<file path="config.mk">
export PLATFORM = sky130hd
export DESIGN_NAME = i2s_audio_tx_flat
export DESIGN_NICKNAME = d
export VERILOG_FILES = /design/src/rtl/i2s_audio_tx_if.sv /design/src/rtl/i2s_audio_tx.sv /design/src/flat_wrapper.sv
export SDC_FILE = /design/constraint.sdc
export NUM_CORES = 1
export LEC_CHECK = 0
export BUFFER_PORTS_ARGS = -buffer_cell sky130_fd_sc_hd__buf_2
export CAP_MARGIN = 20
export CORE_ASPECT_RATIO = 1.1
export CORE_UTILIZATION = 55
export CTS_BUF_LIST = sky130_fd_sc_hd__clkbuf_2
export DETAILED_ROUTE_END_ITERATION = 6
export PLACE_DENSITY = 0.71
export SLEW_MARGIN = 20
export SYNTH_ARGS = -nofsm -noshare
export SYNTH_HDL_FRONTEND = slang
export SYNTH_SLANG_ARGS = --single-unit
</file>
<file path="constraint.sdc">
create_clock -name clk -period 5.8 [get_ports clk]
set_input_delay 0.58 -clock clk [delete_from_list [all_inputs] [get_ports clk]]
set_output_delay 0.58 -clock clk [all_outputs]
set_load 0.05 [all_outputs]
</file>
<file path="src/rtl/i2s_audio_tx_if.sv">
// CPU-side register interface of the I2S transmitter: sample writes, enable, status.
interface i2s_audio_tx_if #(
    parameter int unsigned FIFO_DEPTH = 16
);
    localparam int unsigned LW = $clog2(FIFO_DEPTH) + 1;

    logic          en;
    logic [31:0]   wr_data;
    logic          wr_en;
    logic          clr_status;
    logic          full;
    logic [LW-1:0] level;
    logic          overflow;
    logic          underrun;
    logic          low_water_int;

    modport master (
        output en, wr_data, wr_en, clr_status,
        input  full, level, overflow, underrun, low_water_int
    );

    modport slave (
        input  en, wr_data, wr_en, clr_status,
        output full, level, overflow, underrun, low_water_int
    );
endinterface

</file>
<file path="src/rtl/i2s_audio_tx.sv">
// 16-bit stereo I2S transmitter fed from a sample-pair FIFO.
// Optional feature macro: I2S_LOW_WATER_INT_EN (FIFO low-water pulse on low_water_int).
module i2s_audio_tx #(
    parameter int unsigned FIFO_DEPTH = 16,
    parameter int unsigned SCLK_DIV   = 16,
    parameter int unsigned MCLK_DIV   = 4,
    parameter int unsigned LOW_WATER  = 4
) (
    input  logic          clk,
    input  logic          nreset,
    i2s_audio_tx_if.slave bus,
    output logic          I2S_MCLK,
    output logic          I2S_SCLK,
    output logic          I2S_LRCLK,
    output logic          I2S_SDIN
);
    localparam int unsigned AW        = $clog2(FIFO_DEPTH);
    localparam int unsigned LW        = AW + 1;
    localparam int unsigned DW        = $clog2(SCLK_DIV);
    localparam int unsigned MW        = $clog2(MCLK_DIV);
    localparam int unsigned SCLK_HALF = SCLK_DIV / 2;
    localparam int unsigned MCLK_HALF = MCLK_DIV / 2;

    logic [31:0]   mem [FIFO_DEPTH];
    logic [AW-1:0] wr_ptr;
    logic [AW-1:0] rd_ptr;
    logic [LW-1:0] level_q;
    logic          full_q;
    logic          overflow_q;
    logic          underrun_q;

    logic [DW-1:0] div_cnt;
    logic [5:0]    bit_cnt;
    logic [31:0]   shift_reg;
    logic [MW-1:0] mclk_cnt;
    logic          mclk_q;
    logic          sclk_q;
    logic          lrclk_q;
    logic          sdin_q;

    logic          div_wrap_c;
    logic [DW-1:0] div_next_c;
    logic [5:0]    bit_next_c;
    logic          fetch_c;
    logic          push_c;
    logic          pop_c;
    logic          data_slot_c;
    logic [LW-1:0] level_next_c;

    // Divider/slot decode and FIFO push/pop qualification.
    always_comb begin
        div_wrap_c   = (div_cnt == DW'(SCLK_DIV - 1));
        div_next_c   = div_wrap_c ? '0 : div_cnt + DW'(1);
        bit_next_c   = div_wrap_c ? bit_cnt + 6'd1 : bit_cnt;
        fetch_c      = bus.en && div_wrap_c && (bit_cnt == 6'd63);
        push_c       = bus.wr_en && !full_q;
        pop_c        = fetch_c && (level_q != '0);
        data_slot_c  = ((bit_next_c >= 6'd1)  && (bit_next_c <= 6'd16)) ||
                       ((bit_next_c >= 6'd33) && (bit_next_c <= 6'd48));
        level_next_c = level_q;
        case ({push_c, pop_c})
            2'b10:   level_next_c = level_q + LW'(1);
            2'b01:   level_next_c = level_q - LW'(1);
            default: level_next_c = level_q;
        endcase
    end

    // FIFO storage; contents need no reset, pointers define validity.
    always_ff @(posedge clk) begin
        if (push_c) begin
            mem[wr_ptr] <= bus.wr_data;
        end
    end

    // FIFO pointers, occupancy and full flag.
    always_ff @(posedge clk or negedge nreset) begin
        if (!nreset) begin
            wr_ptr  <= '0;
            rd_ptr  <= '0;
            level_q <= '0;
            full_q  <= 1'b0;
        end else begin
            if (push_c) wr_ptr <= wr_ptr + AW'(1);
            if (pop_c)  rd_ptr <= rd_ptr + AW'(1);
            level_q <= level_next_c;
            full_q  <= (level_next_c == LW'(FIFO_DEPTH));
        end
    end

    // Sticky status flags; a clear wins over a same-cycle set.
    always_ff @(posedge clk or negedge nreset) begin
        if (!nreset) begin
            overflow_q <= 1'b0;
            underrun_q <= 1'b0;
        end else if (bus.clr_status) begin
            overflow_q <= 1'b0;
            underrun_q <= 1'b0;
        end else begin
            if (bus.wr_en && full_q)              overflow_q <= 1'b1;
            if (fetch_c && (level_q == '0))       underrun_q <= 1'b1;
        end
    end

    // MCLK divider, free-running in phase relative to SCLK while enabled.
    always_ff @(posedge clk or negedge nreset) begin
        if (!nreset) begin
            mclk_cnt <= '0;
            mclk_q   <= 1'b0;
        end else if (!bus.en) begin
            mclk_cnt <= '0;
            mclk_q   <= 1'b0;
        end else if (mclk_cnt == MW'(MCLK_HALF - 1)) begin
            mclk_cnt <= '0;
            mclk_q   <= ~mclk_q;
        end else begin
            mclk_cnt <= mclk_cnt + MW'(1);
        end
    end

    // Frame sequencing and serialiser; data advances on the SCLK falling edge.
    always_ff @(posedge clk or negedge nreset) begin
        if (!nreset) begin
            div_cnt   <= '0;
            bit_cnt   <= '0;
            shift_reg <= '0;
            sclk_q    <= 1'b0;
            lrclk_q   <= 1'b0;
            sdin_q    <= 1'b0;
        end else if (!bus.en) begin
            div_cnt   <= '0;
            bit_cnt   <= '0;
            shift_reg <= '0;
            sclk_q    <= 1'b0;
            lrclk_q   <= 1'b0;
            sdin_q    <= 1'b0;
        end else begin
            div_cnt <= div_next_c;
            sclk_q  <= (div_next_c >= DW'(SCLK_HALF));
            if (div_wrap_c) begin
                bit_cnt <= bit_next_c;
                lrclk_q <= bit_next_c[5];
                if (fetch_c) begin
                    shift_reg <= pop_c ? mem[rd_ptr] : 32'd0;
                    sdin_q    <= 1'b0;
                end else if (data_slot_c) begin
                    sdin_q    <= shift_reg[31];
                    shift_reg <= {shift_reg[30:0], 1'b0};
                end else begin
                    sdin_q    <= 1'b0;
                end
            end
        end
    end

`ifdef I2S_LOW_WATER_INT_EN
    logic low_water_q;

    // One pulse when a pop (without compensating write) crosses LOW_WATER downward.
    always_ff @(posedge clk or negedge nreset) begin
        if (!nreset) begin
            low_water_q <= 1'b0;
        end else begin
            low_water_q <= pop_c && !push_c && (level_q == LW'(LOW_WATER));
        end
    end

    assign bus.low_water_int = low_water_q;
`else
    assign bus.low_water_int = 1'b0;
`endif

    assign bus.full     = full_q;
    assign bus.level    = level_q;
    assign bus.overflow = overflow_q;
    assign bus.underrun = underrun_q;
    assign I2S_MCLK     = mclk_q;
    assign I2S_SCLK     = sclk_q;
    assign I2S_LRCLK    = lrclk_q;
    assign I2S_SDIN     = sdin_q;
endmodule
</file>
<file path="src/flat_wrapper.sv">
// flat-port wrapper written by rule: the top's interface ports become plain ports
module i2s_audio_tx_flat 
#(
    parameter int unsigned FIFO_DEPTH = 16,
    parameter int unsigned SCLK_DIV   = 16,
    parameter int unsigned MCLK_DIV   = 4,
    parameter int unsigned LOW_WATER  = 4
)
  (clk, nreset, I2S_MCLK, I2S_SCLK, I2S_LRCLK, I2S_SDIN, bus_en, bus_wr_data, bus_wr_en, bus_clr_status, bus_full, bus_level, bus_overflow, bus_underrun, bus_low_water_int);
  i2s_audio_tx_if #(.FIFO_DEPTH(FIFO_DEPTH)) bus_i ();
  input  logic clk;
  input  logic nreset;
  output logic I2S_MCLK;
  output logic I2S_SCLK;
  output logic I2S_LRCLK;
  output logic I2S_SDIN;
  input wire logic [$bits(bus_i.en)-1:0] bus_en;
  input wire logic [$bits(bus_i.wr_data)-1:0] bus_wr_data;
  input wire logic [$bits(bus_i.wr_en)-1:0] bus_wr_en;
  input wire logic [$bits(bus_i.clr_status)-1:0] bus_clr_status;
  output wire logic [$bits(bus_i.full)-1:0] bus_full;
  output wire logic [$bits(bus_i.level)-1:0] bus_level;
  output wire logic [$bits(bus_i.overflow)-1:0] bus_overflow;
  output wire logic [$bits(bus_i.underrun)-1:0] bus_underrun;
  output wire logic [$bits(bus_i.low_water_int)-1:0] bus_low_water_int;
  assign bus_i.en = bus_en;
  assign bus_i.wr_data = bus_wr_data;
  assign bus_i.wr_en = bus_wr_en;
  assign bus_i.clr_status = bus_clr_status;
  assign bus_full = bus_i.full;
  assign bus_level = bus_i.level;
  assign bus_overflow = bus_i.overflow;
  assign bus_underrun = bus_i.underrun;
  assign bus_low_water_int = bus_i.low_water_int;
  i2s_audio_tx #(.FIFO_DEPTH(FIFO_DEPTH), .SCLK_DIV(SCLK_DIV), .MCLK_DIV(MCLK_DIV), .LOW_WATER(LOW_WATER)) u_core (.clk(clk), .nreset(nreset), .bus(bus_i), .I2S_MCLK(I2S_MCLK), .I2S_SCLK(I2S_SCLK), .I2S_LRCLK(I2S_LRCLK), .I2S_SDIN(I2S_SDIN));
endmodule
</file>
* Yosys cells after proc, flatten, opt, wreduce, memory -nomap -nowiden *
Memories as Yosys holds them, arrays and structs flattened.
Cells that the tools add are included.

cells by class
  bitwise logic cells = 1
  $lt $le $gt $ge = 5
  reduce and logical (&&, ||, !) cells = 15
  muxes and demuxes = 28
  add/subtract/negate cells = 7
  eq/ne operators = 9

operator list
  operator                                               count
  2-to-1 mux 32 bit                                      5
  2-to-1 mux 6 bit                                       3
  2-to-1 mux 1 bit                                       15
  adder 4 x 1 -> 4 bit, second input constant            3
  one-hot mux 5 bit (2 select lines)                     1
  logical AND 1 bit                                      8
  2-to-1 mux 4 bit                                       2
  adder 6 x 1 -> 6 bit, second input constant            1
  equality test 6 bit, second input constant             1
  >= comparator 6 x 1 -> 1 bit, second input constant    1
  >= comparator 6 bit, second input constant             1
  <= comparator 6 x 5 -> 1 bit, second input constant    1
  <= comparator 6 bit, second input constant             1
  adder 5 x 1 -> 5 bit, second input constant            1
  equality test 5 bit, second input constant             1
  logical NOT 5 bit                                      1
  nonzero test 5 bit                                     1
  subtractor 5 x 1 -> 5 bit, second input constant       1
  equality test 2 x 1 -> 1 bit, second input constant    2
  equality test 4 bit, second input constant             1
  >= comparator 4 bit, second input constant             1
  2-to-1 mux 2 bit                                       2
  inequality test 2 x 1 -> 1 bit, second input constant  2
  nonzero test 2 bit                                     2
  other kinds (7)                                        7

storage, ports and cells
  memories = 1
  bits in writable memories = 512
  word-level logic and storage cells = 80
  input port bits = 37
  register bits after elaboration = 64

memory list
  name        words  width  read ports  clocked after memory_dff  write ports  RTL line            source
  u_core.mem  16     32     1           0                         1            i2s_audio_tx.sv:24  logic [31:0] mem [FIFO_DEPTH];

* Longest topological paths before layout *
Gate-level depths: netlist of run 1.

  depth in word-level cells = 9
  depth in mapped cells = 15
  depth with buffers taken out = 14

* Worst setup path after synthesis of run 1 *
OpenSTA, ideal clock, no wires.

  path type = register -> register
  from = register u_core.full_q, in the netlist u_core.bus.full
  to = memory u_core.mem[3][0] (enable)
  arrival time = 3,381 ps
  path slack = 1,958 ps
  cell stages (with the launch flop) = 5
  clock period less this slack = 3,842 ps
  required time = 5,339 ps
  cell sequence = dfrtp_1 nor2b_1 clkbuf_1 nand2_1 nor3_1

on the way
  word-level cells in the longest chain between the ends = 4

ends and longest elaborated chain
  element                                 RTL line            source
  start: declaration                      i2s_audio_tx.sv:28  logic full_q;
  start signal: assignment                i2s_audio_tx.sv:86  full_q <= (level_next_c == LW'(FIFO_DEPTH));
  logical NOT 1 bit                       i2s_audio_tx.sv:56  push_c = bus.wr_en && !full_q;
  logical AND 1 bit                       i2s_audio_tx.sv:56
  2-to-1 mux 1 bit                        i2s_audio_tx.sv:70  if (push_c) begin
  2-to-1 mux 1 bit (implied by the code)  i2s_audio_tx.sv:71  mem[wr_ptr] <= bus.wr_data;
  end: declaration                        i2s_audio_tx.sv:24

No other way between the ends.

* Worst setup path in the final report of run 1 *
  from = register u_core.div_cnt[0]
  to = register u_core.full_q, in the netlist u_core.bus.full

on the way
  word-level cells in the longest chain between the ends = 7
  elaborated cells on any way between the ends = 8
  those cells by class = eq/ne: 4; mux: 1; reduce/logical: 3

ends and longest elaborated chain
  element                                                                     RTL line             source
  start: declaration                                                          i2s_audio_tx.sv:32   logic [DW-1:0] div_cnt;
  start signal: assignment                                                    i2s_audio_tx.sv:137  div_cnt <= div_next_c;
  equality test 4 bit (*)                                                     i2s_audio_tx.sv:52   div_wrap_c = (div_cnt == DW'(SCLK_DIV - 1));
  logical AND 1 bit (*) (2 in series)                                         i2s_audio_tx.sv:55   fetch_c = bus.en && div_wrap_c && (bit_cnt == 6'd63);
  logical AND 1 bit (*)                                                       i2s_audio_tx.sv:57   pop_c = fetch_c && (level_q != '0);
  equality test 2 x 1 -> 1 bit / equality test 2 bit (equally long branches)  i2s_audio_tx.sv:61   case ({push_c, pop_c})
  one-hot mux 5 bit (2 select lines) (*)                                      i2s_audio_tx.sv:61
  net u_core.level_next_c[4]                                                  i2s_audio_tx.sv:48   logic [LW-1:0] level_next_c;
  equality test 5 bit (*)                                                     i2s_audio_tx.sv:86

The timed path passes the listed nets; every way through them passes the cells marked *.
A chain may end at the register's enable or synchronous reset.

==> results of run 1 <==
==> cells in the final DEF, fill, tap and decap left out, types with 19 or more instances in the layout <==
cell	instances
buf_4	19
mux4_2	129
clkbuf_2	200
nand2_1	42
dlygate4sd3_1	37
edfxtp_1	512
dfrtp_1	61
a22oi_1	93
o2bb2ai_1	28
buf_2	48
clkinv_1	23
==> metal layers <==
metal | routed length, um | track usage | up-vias
li1 | - | - | 4890
met1 | 18100 | 0.299 | 5828
met2 | 22000 | 0.370 | 436
met3 | 3120 | 0.0482 | 62
met4 | 702 | 0.0858 | 0
met5 | 0 | 0 | -
==> power breakdown <==
group / total (uW) / internal [uW] / switching (uW)
registers: 5040 / 4910 / 124
logic: 791 / 227 / 564
clock network: 2700 / 1160 / 1540
==> critical path: stages (launching register included) <==
cell and delay, ns:
dfrtp_1 0.40, ha_1 0.28, and3_1 0.44, nand3_1 0.13, buf_4 0.29, nor2_4 0.79, ha_1 0.41, xor2_1 0.17
ha_1 0.21, nor2_1 0.05, a222oi_1 0.29, nor2_1 0.11, xor2_1 0.17, nor4bb_1 0.28
==> worst max-delay path by stage <==
stage | start | to | slack, ns | cells after the start
2_1_floorplan | u_core.bus.full | u_core.mem[3][0] | 1.96 | 4
3_3_place_gp | u_core.div_cnt[0] | u_core.bus.full | 1.90 | 14
3_5_place_dp | u_core.div_cnt[0] | u_core.bus.full | 1.73 | 13
4_1_cts | u_core.div_cnt[0] | u_core.bus.full | 1.73 | 13
5_1_grt | u_core.div_cnt[0] | u_core.bus.full | 1.27 | 13
6_report | u_core.div_cnt[0] | u_core.bus.full | 1.67 | 13
==> cell type report <==
type	instances	area [um^2]	share of cell area
Tap cell	507	634	0.0256
Timing Repair Buffer	107	813	0.0328
Antenna cell	2	5.00	0.000202
Inverter	7	26.3	0.00106
Clock buffer	200	1000	0.0404
Multi-Input combinational cell	413	5030	0.203
Clock inverter	43	333	0.0134
Sequential cell	575	17000	0.684
==> logic make-up after synthesis <==
logic type / count (synthesis)
and+or+nand+nor: 105
muxes: 131
DFF: 575
xor gates and xnor gates: 19
adders and majority gates: 10
other: 1
AOI/OAI and AO/OA: 147
buffers and inverters: 69
==> metrics by stage <==
step                      hold WS (ns)  worst slack [ns]  cell area (um^2)  power, uW
after floorplan                  0.284              1.96             22200       5550
final                            0.221              1.67             24800       8530
after detailed placement         0.434              1.73             23100       5910
after CTS                        0.113              1.73             24800       8620
after global placement           0.408              1.90             23100       5880
after global routing             0.183              1.27             24800       8890
==> what timing repair did <==
item	in CTS	in global routing
hold endpoints to repair	590	0
hold buffers	37	0
buffers inserted	0	0
==> summary.md, run 1 <==
| Metric | Value |
|---|---|
| Vias per inst | 6.05 |
| Reg2Reg Capture Point | u_core.bus.full |
| Area contributors post-synth | edfxtp_1 (69%), mux4_2 (13%), dfrtp_1 (7.1%) |
| Post-synth EDFFs | between 500 and 600 |
| Most common cell in the netlist | edfxtp_1 |
| Worst Skew | 0.0611 ns |
| Initial antenna violation count | 1 |
| First-pass GRT wire length | roughly 68,000 um |
| Post-route setup TNS | 0 ns |
| Placed Instances | 1,572 |
| Routability cong. | between 0.7 and 0.8 |
| Syn Area/Cell | 21.0 um^2 |
| Simple-Gate Fraction of Synth Area | 0.0228 |
| Setup violators final | 0 |
| Layout Nets | 1,290 |
| Initial core utilization | 0.561 |
| Worst EP arrival | roughly 5 ns |
| Die Wd | 193 um |
| Synth cell types | 44 |
| Tot GR Track Use | 0.225 |
| Non-filler cells, final | about 1.9k |
| Synth Area in XOR/XNOR | 0.00751 |
| Area of the die | 41,100 um^2 |
| PortBufs | 48 |
| Num CTS Buffers | 139 |
| Min cycle time layout | 4.13 ns |
| Ratio of cells with drive above 1 in the final layout | 0.336 |
| H-tree lvl count | 4 |
| Synth cell count leaders | edfxtp_1 (512), mux4_2 (129), a22oi_1 (93) |
| Final hold vios | 0 |
| Pwr Density | 344 nW/um^2 |
| Final cycle utilization of the critical path | 0.712 |
| Core Box Area | approximately 39,000 um^2 |
| Post-route ant nets | 0 |
| Max Cap Viol | 0 |
| PostCTS Resize Cnt | 0 |
| CTS clk-pin slew, worst paths | 0.10 ns |
| Clock Path Buffers | 3 |
| Cells after synthesis | about 1.1k |
| FF-to-FF Start | u_core.div_cnt[0] |
| Post-synthesis cell area | 22,200 um^2 |
| Syn_nets | 1,104 |
| Internal reg-to-reg setup slack | 1.67 ns |
| Cell taking the most area after synthesis | edfxtp_1 |
| Final WL | 43,900 um |
| Largest family of logic cells by synthesized area | multiplexers |
| Rows | 76 |
| Worst setup SP type | flop |
| Failing checks | DRC |
| Area growth from synthesis to layout | 11.9% |
| Drt wl/cell | 23.7 um |
| Crit Path Class | reg -> reg |
| Post-layout util | 0.628 |
| I/O pins | 50 |
| Max frequency | 0.242 GHz |
| Routed vias | 11.2k |
| Vias in the first global route | 11.7k |
| Global route overflow | 0 |
| Status | finished, violations left |
| Worst Setup End Kind | flop |
| Fillers | 2,780 |
| Final slew viol count | 0 |
| Slew @ Worst Pin | 1.14 ns |
| VDD IR max | approximately 0.17 mV |
| R2R cell count | 13 |
| # DRC | 14 |
| Largest net degree at the start of global routing | 128 |
| Post-synthesis mux area share | 0.132 |
| Max FFs per register | roughly 510 |
| Pre-antenna DRT Iters | 7 |
| Synth Flop Type | edfxtp_1 |
| Initial DRC count | 1,023 |
| Slew headroom | 0.240 |
| Yosys top cell area share | 0.694 |
| Vert. Die Dim | 213 um |
| Static Leak | 0.00822 uW |
| Post-Synth Adder-Cell Area | 0.00565 |
| Compound-Gate Fraction of Synth Area | 0.0524 |
| Post-synth ARST share | 0.110 |
| Worst-Skew Late Latency | about 1.1 ns |
| Worst Path Max Fanout | 38 |
| Critical path required time | just under 7 ns |
| Hpwl dp | 22,200 um |
| CTS tree | yes |
| Unrepaired setup endpoints after global routing | false |
| Yosys warnings | 0 |
| Synthesized flop and latch total | approximately 580 |
| CTS sink count | 575 |
| CTS root buf | clkbuf_2 |
| Worst Hold Class | in -> async |
| Seq/Total Area, Yosys | 0.765 |
(Power assumes the default switching activity.)
==> inputs of run 2 (changes only) <==
--- a/config.mk
+++ b/config.mk
@@ -5,13 +5,14 @@
 export SDC_FILE = /design/constraint.sdc
 export NUM_CORES = 1
 export LEC_CHECK = 0
+export ABC_AREA = 1
 export BUFFER_PORTS_ARGS = -buffer_cell sky130_fd_sc_hd__buf_2
 export CAP_MARGIN = 20
 export CORE_ASPECT_RATIO = 1.1
 export CORE_UTILIZATION = 55
 export CTS_BUF_LIST = sky130_fd_sc_hd__clkbuf_2
 export DETAILED_ROUTE_END_ITERATION = 6
-export PLACE_DENSITY = 0.71
+export PLACE_DENSITY = 0.74
 export SLEW_MARGIN = 20
 export SYNTH_ARGS = -nofsm -noshare
 export SYNTH_HDL_FRONTEND = slang
==> constraint.sdc (replaced) <==
create_clock -name clk -period 3.3 [get_ports clk]
set_input_delay 0.33 -clock clk [delete_from_list [all_inputs] [get_ports clk]]
set_output_delay 0.33 -clock clk [all_outputs]
set_load 0.05 [all_outputs]
==> run 2 against run 1 <==
- the flow now finishes without violations
- worst hold slack lost 0.062 ns
- critical path type unchanged
- synthesized area rose by 5.4%
- final cell count up 54%
- wire length is 29% higher
- register-to-register slack lost 1.2 ns
- via count is 45% higher
- global-route usage increased by 4.5 points
- setup slack got worse by 1.2 ns
- fmax grew 46%
- sequential cell count unchanged
- critical endpoint unchanged
- die area increased by 5.3%
==> summary.md, run 2 <==
| Metric | Value |
|---|---|
| Fillers | 3,218 (+16%) |
| Initial DRC count | 1,746 (+71%) |
| Vias in the first global route | 16.2k (+38%) |
| Initial core utilization | 0.562 (about the same) |
| Yosys top cell area share | 0.658 (-0.0354) |
| First-pass GRT wire length | 87,400 um (+29%) |
| Max FFs per register | 512 (unchanged) |
| Yosys warnings | 0 (unchanged) |
| Internal power | 11,200 uW (+79%) |
| # DRC | 0 (-14) |
| Net Switching | 4070 uW (+82%) |
| PortBufs | 48 (unchanged) |
| Drt wl/cell | 19.8 um (-16%) |
| Cell taking the most area after synthesis | edfxtp_1 |
| Unrepaired setup endpoints after global routing | false |
| Seq/Total Area, Yosys | 0.726 (-0.0391) |
| Setup violators final | 0 (unchanged) |
| Pwr Density | 584 nW/um^2 (+70%) |
| Min cycle time layout | 2.83 ns (-1.30 ns) |
| Core Box Area | 41,600 um^2 (+5.4%) |
| Syn_nets | 2,079 (+88%) |
| VDD IR max | 0.345 mV (+100%) |
| Slew headroom | 0.392 (+0.151) |
| Most frequent cells in the layout | nand2_1 (721), edfxtp_1 (512), nand3_1 (481) |
| Worst setup SP type | flop |
| Final cycle utilization of the critical path | 0.858 (+0.146) |
| Vias per inst | 5.70 (-5.8%) |
| Post-layout util | 0.631 (+0.00238) |
| Status | finished clean |
| Layout Nets | 2,230 (+73%) |
| Largest net degree at the start of global routing | 142 (+11%) |
| Synthesized flop and latch total | 575 (unchanged) |
| CTS clk-pin slew, worst paths | 0.11 ns (about the same) |
| Non-filler cells, final | 2,846 (+54%) |
| Max frequency | 0.353 GHz (+46%) |
| Num CTS Buffers | 139 (unchanged) |
| Post-route ant nets | 0 (unchanged) |
| Final WL | 56,500 um (+29%) |
| Final hold vios | 0 (unchanged) |
| Synth cell count leaders | nand2_1 (721), edfxtp_1 (512), nand3_1 (481) |
| Critical path required time | 4.32 ns (-2.45 ns) |
| Global route overflow | 0 (unchanged) |
| Initial antenna violation count | 1 (unchanged) |
| Post-route setup TNS | 0 ns (unchanged) |
| Syn Area/Cell | 11.5 um^2 (-45%) |
| Most common cell after layout, fill and taps aside | nand2_1 |
| Worst EP arrival | 3.85 ns (-1.25 ns) |
| Static Leak | 0.0102 uW (+24%) |
| Placed Instances | 2,559 (+63%) |
| Synth cell types | 29 (-34%) |
| Post-synth ARST share | 0.110 (unchanged) |
| Slew @ Worst Pin | 0.912 ns (-0.225 ns) |
| Area growth from synthesis to layout | 12.3% |
| Worst-Skew Late Latency | 1.11 ns (+0.02 ns) |
| Switching Share | 0.266 (+0.00379) |
| Worst Hold Class | in -> reg |
| Most common cell in the netlist | nand2_1 |
| H-tree lvl count | 4 (unchanged) |
| Worst Skew | 0.0894 ns (+0.0282 ns) |
| Clock Path Buffers | 3 (unchanged) |
| Worst Path Max Fanout | 38 (unchanged) |
| Min Hold Slack | 0.159 ns (-0.0619 ns) |
| CTS tree | yes |
| Die Wd | 198 um (+2.6%) |
| Post-synth EDFFs | 512 (unchanged) |
| Post-synthesis cell area | 23,300 um^2 (+5.4%) |
| CTS sink count | 575 (unchanged) |
| Ratio of cells with drive above 1 in the final layout | 0.149 (-0.187) |
| Worst Setup End Kind | flop |
| Hpwl dp | 29,600 um (+33%) |
| I/O pins | 50 (unchanged) |
| Gate power share | 0.096 (+0.003) |
| Synth Flop Type | edfxtp_1 |
| Area contributors post-synth | edfxtp_1 (66%), nand2_1 (12%), nand3_1 (10%) |
| Rows | 78 (+2.6%) |
| Crit Path Class | reg -> reg |
| Routed vias | 16.2k (+45%) |
| Routability cong. | 0.815 (+8.3%) |
| Cells after synthesis | 2,032 (+92%) |
| Tot GR Track Use | 0.270 (+0.0445) |
| Pre-antenna DRT Iters | 6 (-1) |
| Vert. Die Dim | 218 um (+2.6%) |
| Area of the die | 43,300 um^2 (+5.3%) |
| Max Cap Viol | 0 (unchanged) |
| Final slew viol count | 0 (unchanged) |
| CTS root buf | clkbuf_2 |
| Sequential power share | 0.575 (-0.016) |
| Clock power frac | 0.329 (+0.012) |
[run 2: cell types whose count changed in the layout (fill, tap and decap cells not counted), moves of 4 or more]
cell	before	now
xnor2_1	10	2
nor2_1	14	22
o2bb2ai_1	28	0
nand3_1	4	481
mux4_2	129	0
buf_12	3	16
inv_1	7	30
o21ai_0	3	7
buf_4	19	24
a22oi_1	93	3
dlygate4sd3_1	37	42
clkbuf_2	200	205
a21oi_1	6	10
nand2_1	42	721
[run 2: worst paths after layout]
kind	start	to	slack, ns	depth (start not counted)
setup / recovery	u_core.bit_cnt[0]	u_core.bus.full	0.47	16
hold / removal	bus_wr_data[20]	u_core.mem[3][20]	0.16	2
setup reg to reg	u_core.bit_cnt[0]	u_core.bus.full	0.47	16
hold reg to reg	u_core.mclk_cnt[0]	u_core.mclk_cnt[0]	0.46	1
max in group asynchronous	nreset	u_core.rd_ptr[1]	2.63	4
min in group asynchronous	nreset	u_core.div_cnt[3]	0.37	4
[run 2: cell families (layout without fill, tap and decap cells)]
| family | after synthesis | after routing | share of synthesized area |
|---|---|---|---|
| other cells | 1 | 2 | 0.000161 |
| flops | 575 | 575 | 0.726 |
| fa+ha+maj | 10 | 10 | 0.00536 |
| compound gates | 23 | 23 | 0.00541 |
| buf+inv | 155 | 408 | 0.0285 |
| xor+xnor | 13 | 13 | 0.00488 |
| simple gates | 1255 | 1255 | 0.230 |
[run 2: area by class of cell]
class	count	area, um^2	area share
sequential	575	17000	0.647
multi-input combinational	1302	5860	0.223
tap	560	701	0.0267
antenna	1	2.50	0.0000954
timing repair buffer	131	1170	0.0447
clock buffer	205	1030	0.0391
clock inverter	38	373	0.0142
inverter	34	135	0.00515
[run 2: worst max-delay path, cell delays in order (launching register included)]
cell     delay, ns
dfrtp_1       0.41
ha_1          0.27
nand2_1       0.09
nor3_2        0.25
nand2_2       0.12
nor2_4        0.13
buf_6         0.35
ha_1          0.27
nand2_1       0.09
nand2_1       0.09
nand2_1       0.07
o21ai_1       0.17
xor2_1        0.17
nand2_1       0.07
nand2_1       0.07
inv_1         0.05
nor2_1        0.07
[run 2: through the flow]
stage | worst slack (ns) | power [uW] | area (um^2)
after CTS | 0.327 | 15400 | 26200
after global placement | 0.437 | 10300 | 24400
final | 0.469 | 15300 | 26200
after floorplan | 0.306 | 9700 | 23300
after detailed placement | 0.371 | 10400 | 24400
after global routing | 0.0676 | 15900 | 26200
[run 2: what timing repair did]
action,in CTS,in global routing
gates resized for setup,0,2
setup buffers,0,0
hold endpoints to repair,596,0
setup endpoints to repair,0,1
hold buffers,43,0
[run 2: power by group through the flow]
stage	clock network [uW]	registers [uW]	logic [uW]
6_report	5040	8810	1460
5_1_grt	5500	8860	1580
4_1_cts	5150	8810	1460
3_5_place_dp	0	8970	1410
3_3_place_gp	0	8950	1380
2_1_floorplan	0	9070	624
[run 2: layer usage]
layer	wire length, um	track usage
met5	0	0
met4	1810	0.128
met2	27500	0.438
met1	21900	0.347
met3	5230	0.0576
